<file path="config.mk">
export PLATFORM = sky130hd
export DESIGN_NAME = store_op_gather_flat
export DESIGN_NICKNAME = d
export VERILOG_FILES = /design/src/rtl/store_op_gather_pkg.sv /design/src/rtl/store_op_gather_if.sv /design/src/rtl/store_op_gather_lane_op_fifo.sv /design/src/rtl/store_op_gather.sv /design/src/flat_wrapper.sv
export SDC_FILE = /design/constraint.sdc
export NUM_CORES = 1
export LEC_CHECK = 0
export CORE_ASPECT_RATIO = 0.75
export CORE_MARGIN = 4
export CORE_UTILIZATION = 45
export CTS_CLUSTER_DIAMETER = 150
export DETAILED_ROUTE_END_ITERATION = 16
export PLACE_DENSITY = 0.7
export SKIP_CTS_REPAIR_TIMING = 1
export SYNTH_ARGS = -nofsm -noshare
export SYNTH_HDL_FRONTEND = slang
export SYNTH_HIERARCHICAL = 1
export SYNTH_SLANG_ARGS = --single-unit
</file>
<file path="constraint.sdc">
create_clock -name clk -period 6.7 [get_ports clk]
set_input_delay 1.005 -clock clk [delete_from_list [all_inputs] [get_ports clk]]
set_output_delay 1.005 -clock clk [all_outputs]
set_load 0.1 [all_outputs]
</file>
<file path="src/rtl/store_op_gather_pkg.sv">
// Shared types and constants for the store-operand gather slice.
package store_op_gather_pkg;

    localparam int unsigned NrLane        = 4;
    localparam int unsigned VrfDataW      = 32;
    localparam int unsigned InsnIdW       = 4;
    localparam int unsigned StoreBufDepth = 2;
    localparam int unsigned StoreBeatW    = 8;

    typedef logic [VrfDataW-1:0] vrf_data_t;
    typedef logic [InsnIdW-1:0]  insn_id_t;

    typedef enum logic {
        IDLE,
        ACTIVE
    } gather_state_e;

endpackage

</file>
<file path="src/rtl/store_op_gather_if.sv">
// Request, per-lane operand, beat and completion signals of the store gather block.
interface store_op_gather_if
    import store_op_gather_pkg::*;
#(
    parameter int unsigned BeatW = StoreBeatW
) ();

    logic                       req_valid;
    logic                       req_ready;
    logic [BeatW-1:0]           req_beats;
    insn_id_t                   req_id;
    logic [NrLane-1:0]          store_op_valid;
    logic [NrLane-1:0]          store_op_ready;
    vrf_data_t [NrLane-1:0]     store_op;
    logic                       beat_valid;
    logic                       beat_ready;
    vrf_data_t [NrLane-1:0]     beat_data;
    logic                       beat_last;
    insn_id_t                   beat_id;
    logic                       done;
    insn_id_t                   done_id;

    modport master (
        output req_valid, req_beats, req_id, store_op_valid, store_op, beat_ready,
        input  req_ready, store_op_ready, beat_valid, beat_data, beat_last, beat_id,
               done, done_id
    );

    modport slave (
        input  req_valid, req_beats, req_id, store_op_valid, store_op, beat_ready,
        output req_ready, store_op_ready, beat_valid, beat_data, beat_last, beat_id,
               done, done_id
    );

endinterface

</file>
<file path="src/rtl/store_op_gather_lane_op_fifo.sv">
// Per-lane operand FIFO: registered storage, head is read directly (no fall-through).
module store_op_gather_lane_op_fifo
    import store_op_gather_pkg::*;
#(
    parameter int unsigned Depth = StoreBufDepth
) (
    input  logic      clk,
    input  logic      rst,
    input  logic      push,
    input  vrf_data_t data,
    input  logic      pop,
    output logic      full,
    output logic      empty,
    output vrf_data_t head
);

    localparam int unsigned PtrW = $clog2(Depth);
    localparam int unsigned CntW = $clog2(Depth + 1);

    vrf_data_t        mem [Depth];
    logic [PtrW-1:0]  wr_ptr;
    logic [PtrW-1:0]  rd_ptr;
    logic [CntW-1:0]  count;
    logic             push_en;
    logic             pop_en;

    assign full    = (count == CntW'(Depth));
    assign empty   = (count == '0);
    assign pop_en  = pop && !empty;
    // A full FIFO still takes a push when the same cycle pops.
    assign push_en = push && (!full || pop_en);
    assign head    = mem[rd_ptr];

    always_ff @(posedge clk or posedge rst) begin
        if (rst) begin
            wr_ptr <= '0;
            rd_ptr <= '0;
            count  <= '0;
        end else begin
            if (push_en) wr_ptr <= wr_ptr + PtrW'(1);
            if (pop_en)  rd_ptr <= rd_ptr + PtrW'(1);
            case ({push_en, pop_en})
                2'b10:   count <= count + CntW'(1);
                2'b01:   count <= count - CntW'(1);
                default: count <= count;
            endcase
        end
    end

    // Storage needs no reset; reads are gated by the count.
    always_ff @(posedge clk) begin
        if (push_en) mem[wr_ptr] <= data;
    end

endmodule

</file>
<file path="src/rtl/store_op_gather.sv">
// Gathers independently arriving per-lane store operands into aligned beats and
// reports completion of each store instruction.
module store_op_gather
    import store_op_gather_pkg::*;
#(
    parameter int unsigned BufDepth = StoreBufDepth,
    parameter int unsigned BeatW    = StoreBeatW
) (
    input  logic          clk,
    input  logic          rst,
    store_op_gather_if.slave bus
);

    gather_state_e     state_q, state_d;
    logic [BeatW-1:0]  out_cnt_q, out_cnt_d;
    logic [BeatW-1:0]  push_cnt_q [NrLane];
    logic [BeatW-1:0]  push_cnt_d [NrLane];
    insn_id_t          id_q, id_d;
    insn_id_t          done_id_q, done_id_d;
    logic              done_q, done_d;

    logic [NrLane-1:0]      op_ready;
    logic [NrLane-1:0]      push;
    logic [NrLane-1:0]      fifo_full;
    logic [NrLane-1:0]      fifo_empty;
    vrf_data_t [NrLane-1:0] head;
    logic                   beat_valid;
    logic                   beat_fire;

    for (genvar i = 0; i < NrLane; i++) begin : g_lane
        assign op_ready[i] = (state_q == ACTIVE) && !fifo_full[i] && (push_cnt_q[i] != '0);
        assign push[i]     = bus.store_op_valid[i] && op_ready[i];

        store_op_gather_lane_op_fifo #(
            .Depth (BufDepth)
        ) u_fifo (
            .clk   (clk),
            .rst   (rst),
            .push  (push[i]),
            .data  (bus.store_op[i]),
            .pop   (beat_fire),
            .full  (fifo_full[i]),
            .empty (fifo_empty[i]),
            .head  (head[i])
        );
    end

    // A beat exists only once every lane has its slice buffered.
    assign beat_valid = (state_q == ACTIVE) && (fifo_empty == '0);
    assign beat_fire  = beat_valid && bus.beat_ready;

    always_ff @(posedge clk or posedge rst) begin
        if (rst) begin
            state_q    <= IDLE;
            out_cnt_q  <= '0;
            push_cnt_q <= '{default: '0};
            id_q       <= '0;
            done_q     <= 1'b0;
            done_id_q  <= '0;
        end else begin
            state_q    <= state_d;
            out_cnt_q  <= out_cnt_d;
            push_cnt_q <= push_cnt_d;
            id_q       <= id_d;
            done_q     <= done_d;
            done_id_q  <= done_id_d;
        end
    end

    always_comb begin
        state_d    = state_q;
        out_cnt_d  = out_cnt_q;
        push_cnt_d = push_cnt_q;
        id_d       = id_q;
        done_d     = 1'b0;
        done_id_d  = done_id_q;
        case (state_q)
            IDLE: begin
                if (bus.req_valid) begin
                    state_d   = ACTIVE;
                    out_cnt_d = bus.req_beats;
                    id_d      = bus.req_id;
                    for (int unsigned i = 0; i < NrLane; i++) begin
                        push_cnt_d[i] = bus.req_beats;
                    end
                end
            end
            ACTIVE: begin
                for (int unsigned i = 0; i < NrLane; i++) begin
                    if (push[i]) push_cnt_d[i] = push_cnt_q[i] - BeatW'(1);
                end
                if (beat_fire) begin
                    out_cnt_d = out_cnt_q - BeatW'(1);
                    if (out_cnt_q == BeatW'(1)) begin
                        state_d   = IDLE;
                        done_d    = 1'b1;
                        done_id_d = id_q;
                    end
                end
            end
            default: state_d = IDLE;
        endcase
    end

    assign bus.req_ready      = (state_q == IDLE);
    assign bus.store_op_ready = op_ready;
    assign bus.beat_valid     = beat_valid;
    assign bus.beat_data      = head;
    assign bus.beat_last      = (out_cnt_q == BeatW'(1));
    assign bus.beat_id        = id_q;
    assign bus.done           = done_q;
    assign bus.done_id        = done_id_q;

    a_beats_nonzero: assert property (@(posedge clk) disable iff (rst)
        (bus.req_valid && bus.req_ready) |-> (bus.req_beats != '0));

endmodule

</file>
<file path="src/flat_wrapper.sv">
// flat-port wrapper written by rule: the top's interface ports become plain ports
module store_op_gather_flat import store_op_gather_pkg::*;
#(
    parameter int unsigned BufDepth = StoreBufDepth,
    parameter int unsigned BeatW    = StoreBeatW
)
  (clk, rst, bus_req_valid, bus_req_beats, bus_req_id, bus_store_op_valid, bus_store_op, bus_beat_ready, bus_req_ready, bus_store_op_ready, bus_beat_valid, bus_beat_data, bus_beat_last, bus_beat_id, bus_done, bus_done_id);
  store_op_gather_if #(.BeatW(BeatW)) bus_i ();
  input  logic clk;
  input  logic rst;
  input wire logic [$bits(bus_i.req_valid)-1:0] bus_req_valid;
  input wire logic [$bits(bus_i.req_beats)-1:0] bus_req_beats;
  input wire logic [$bits(bus_i.req_id)-1:0] bus_req_id;
  input wire logic [$bits(bus_i.store_op_valid)-1:0] bus_store_op_valid;
  input wire logic [$bits(bus_i.store_op)-1:0] bus_store_op;
  input wire logic [$bits(bus_i.beat_ready)-1:0] bus_beat_ready;
  output wire logic [$bits(bus_i.req_ready)-1:0] bus_req_ready;
  output wire logic [$bits(bus_i.store_op_ready)-1:0] bus_store_op_ready;
  output wire logic [$bits(bus_i.beat_valid)-1:0] bus_beat_valid;
  output wire logic [$bits(bus_i.beat_data)-1:0] bus_beat_data;
  output wire logic [$bits(bus_i.beat_last)-1:0] bus_beat_last;
  output wire logic [$bits(bus_i.beat_id)-1:0] bus_beat_id;
  output wire logic [$bits(bus_i.done)-1:0] bus_done;
  output wire logic [$bits(bus_i.done_id)-1:0] bus_done_id;
  assign bus_i.req_valid = bus_req_valid;
  assign bus_i.req_beats = bus_req_beats;
  assign bus_i.req_id = bus_req_id;
  assign bus_i.store_op_valid = bus_store_op_valid;
  assign bus_i.store_op = bus_store_op;
  assign bus_i.beat_ready = bus_beat_ready;
  assign bus_req_ready = bus_i.req_ready;
  assign bus_store_op_ready = bus_i.store_op_ready;
  assign bus_beat_valid = bus_i.beat_valid;
  assign bus_beat_data = bus_i.beat_data;
  assign bus_beat_last = bus_i.beat_last;
  assign bus_beat_id = bus_i.beat_id;
  assign bus_done = bus_i.done;
  assign bus_done_id = bus_i.done_id;
  store_op_gather #(.BufDepth(BufDepth), .BeatW(BeatW)) u_core (.clk(clk), .rst(rst), .bus(bus_i));
endmodule
</file>
==> flow_summary.json <==
{
  "status": "finished clean",
  "slew-limit-headroom_pct": 29.2,
  "crit_slowest_cell": "clkdlybuf4s50_1",
  "busiest_layer": "met2",
  "numPortBuffers": 291,
  "path_cells": "nor2_1 -> nor4_1 -> and2_1 -> clkdlybuf4s50_1",
  "period_share_pct": 61.1,
  "globalRouteMet3Util_pct": 5.03,
  "ys_warn_count": 6,
  "setup_viol": 0,
  "synthArstFlopShare_pct": 20.5,
  "clk_latency_ns": 0.50,
  "use_met2_pct": 30.2,
  "maxCapViolCount": 0,
  "setup_slack_ns": 2.61,
  "critical_path_class": "reg2out",
  "dieHeight_um": 156,
  "rsz0062_at_grt": "false",
  "crit_fanout": 8,
  "end_kind": "primary output",
  "dp_slack_ns": 3.19,
  "vias_per_cell": 5.22,
  "ios": 292,
  "hold_violations": 0,
  "syn_avg_cell_area_um2": 15.6,
  "grt.overflow.total": 0,
  "min_period_ns": 4.09,
  "synth-main-ff-cell": "edfxtp_1",
  "drt-initial-drc-count": 521,
  "critPathBufInv": 1,
  "drive_gt1_share_pct": 19.1,
  "gp_congestion": 0.834,
  "critical-path-max-stage-delay_ns": 1.14,
  "ys_top_cells_by_count": "256 x edfxtp_1, 133 x mux2_2, 66 x dfrtp_1, 55 x nor2_1, 41 x a21oi_1",
  "start_kind": "flip-flop",
  "routed-via-count": 8146,
  "yosysTopAreaCellShare_pct": 58.6,
  "start_util_pct": 46.2,
  "r2r_slack_ns": 3.22,
  "fin_skew_ns": 0.0225,
  "ys_ff_latch": 322,
  "netlist-cell-type-count": 56,
  "tns_ns": 0,
  "cp.arrival_ns": 3.09,
  "root_buffer": "clkbuf_16",
  "synthTopCellsByArea": "edfxtp_1 59%, dfrtp_1 13%, mux2_2 11%",
  "fin_nets": 1311,
  "grt_antenna_before_repair": 2,
  "crit_required_ns": 5.69,
  "fmax_mhz": 244,
  "layoutNonFillerInstCount": 1561,
  "netlist_area_um2": 13100,
  "slew_violations": 0,
  "track_usage_pct": 18.8,
  "syn_nets": 1001,
  "netlist_instances": 843,
  "synth_edf_count": 256,
  "worst-slew-pin-transition_ns": 1.06,
  "wl_um": 31200,
  "grt_max_degree": 59,
  "cts_made_buffers": 34,
  "die_area_um2": 32000,
  "hold_path.class": "reg2reg",
  "clkSlewWorstSetupHoldPaths_ns": 0.06,
  "hpwl_um": 21500,
  "grt_pass1_wl_um": 47000,
  "critical_path.top_delay_family": "buffers and inverters",
  "ys_seq_area_share_pct": 71.2,
  "cts_tree": "built",
  "ant_nets": 0,
  "drc_errors": 0,
  "grt_pass1_vias": 8149,
  "met1_usage_pct": 26.2,
  "h-tree-depth": 2,
  "drt_pass1_iterations": 4,
  "syn_to_final_growth_pct": 33.5,
  "clk_path_buf_depth": 3,
  "dp.cells": 1502,
  "num_rows": 53,
  "cts_sinks": 322,
  "die_w_um": 205,
  "yosys.area.top_type": "edfxtp_1",
  "yosysMostFrequentCell": "edfxtp_1",
  "core_um2": 28400,
  "wl_per_cell_um": 20.0
}
==> placed cells by master, fill, tap and decap left out, types with 5 or more instances in the layout <==
cell type          n
or2_2              5
o22a_1            13
clkinv_1           5
buf_4             14
a31oi_1           13
a21oi_1           41
nand3_1            8
inv_1             30
nor3_1            15
nand2_1           28
clkdlybuf4s50_1  291
clkbuf_16         35
o21ai_0           22
mux2_2           133
ha_1              10
edfxtp_1         256
clkinv_2           5
xor2_1             9
o22ai_1            8
nor2_1            51
clkbuf_1           9
nor2b_1            5
dfrtp_1           65
a22oi_1            6
nor2_2             5
xnor2_1           10
nand2b_1          11
==> worst paths after layout <==
path | startpoint | endpoint | depth (start not counted)
setup / recovery | u_core/g_lane[1].u_fifo/count[0] | bus_beat_valid | 4
hold / removal | u_core/g_lane[0].u_fifo/rd_ptr | u_core/g_lane[0].u_fifo/rd_ptr | 1
setup reg to reg | u_core/g_lane[1].u_fifo/count[0] | u_core/g_lane[2].u_fifo/mem[1][30] | 7
hold reg to reg | u_core/g_lane[0].u_fifo/rd_ptr | u_core/g_lane[0].u_fifo/rd_ptr | 1
max in group asynchronous | rst | u_core/state_q | 3
min in group asynchronous | rst | u_core/g_lane[0].u_fifo/rd_ptr | 2
==> layout make-up <==
type | count | area (µm²)
flip-flops and latches | 322 | 9340
clock buffers | 44 | 910
repair buffers | 305 | 3020
diodes | 1 | 2.50
inverters | 32 | 120
fillers | 2226 | 10900
clock inverters | 14 | 128
multi-input cells | 458 | 3520
well taps | 385 | 482
==> registers in the layout (all words and copies together) (netlist names) <==
signal and cells:
u_core/out_cnt_q 8, u_core/g_lane.u_fifo/count 8, u_core/state_q 1, u_core/bus.done 1
u_core/push_cnt_q 32, u_core/bus.done_id 4, u_core/g_lane.u_fifo/mem 256, u_core/g_lane.u_fifo/rd_ptr 4
u_core/g_lane.u_fifo/wr_ptr 4, u_core/bus.beat_id 4
==> worst reg2reg max path: stages (launching register included) <==
cell     delay [ns]
dfrtp_1        0.44
nor2_1         0.08
nor4_1         0.67
and2_1         0.26
nand2_1        0.08
inv_1          0.59
or3b_1         0.25
and3_2         0.72
==> per-stage QoR <==
stage	util [%]	area, µm²	hold WS (ns)
2_1_floorplan	-	13100	0.458
3_3_place_gp	58.1	16500	0.466
3_5_place_dp	58.1	16500	0.481
4_1_cts	61.7	17500	0.490
5_1_grt	61.7	17500	0.527
6_report	61.7	17500	0.485
==> logic make-up (layout without fill, tap and decap cells) <==
kind of cell / after synthesis / count (layout) / share of synthesized area (%)
compound gates: 127 / 127 / 6.20
xor+xnor: 19 / 19 / 1.27
fa+ha+maj: 10 / 10 / 0.954
buf+inv: 63 / 395 / 2.06
flops: 322 / 322 / 71.2
mux: 134 / 134 / 11.5
other cells: 0 / 1 / 0
simple gates: 168 / 168 / 6.85
==> layer usage <==
| layer | vias up | wire length [µm] |
|---|---|---|
| met1 | 4063 | 13800 |
| met3 | 34 | 2230 |
| met2 | 236 | 14800 |
| met5 | - | 13 |
| li1 | 3811 | - |
| met4 | 2 | 372 |
Power is not shown: default switching activity piles up to over one toggle a cycle in this logic, so the estimate is an artifact.
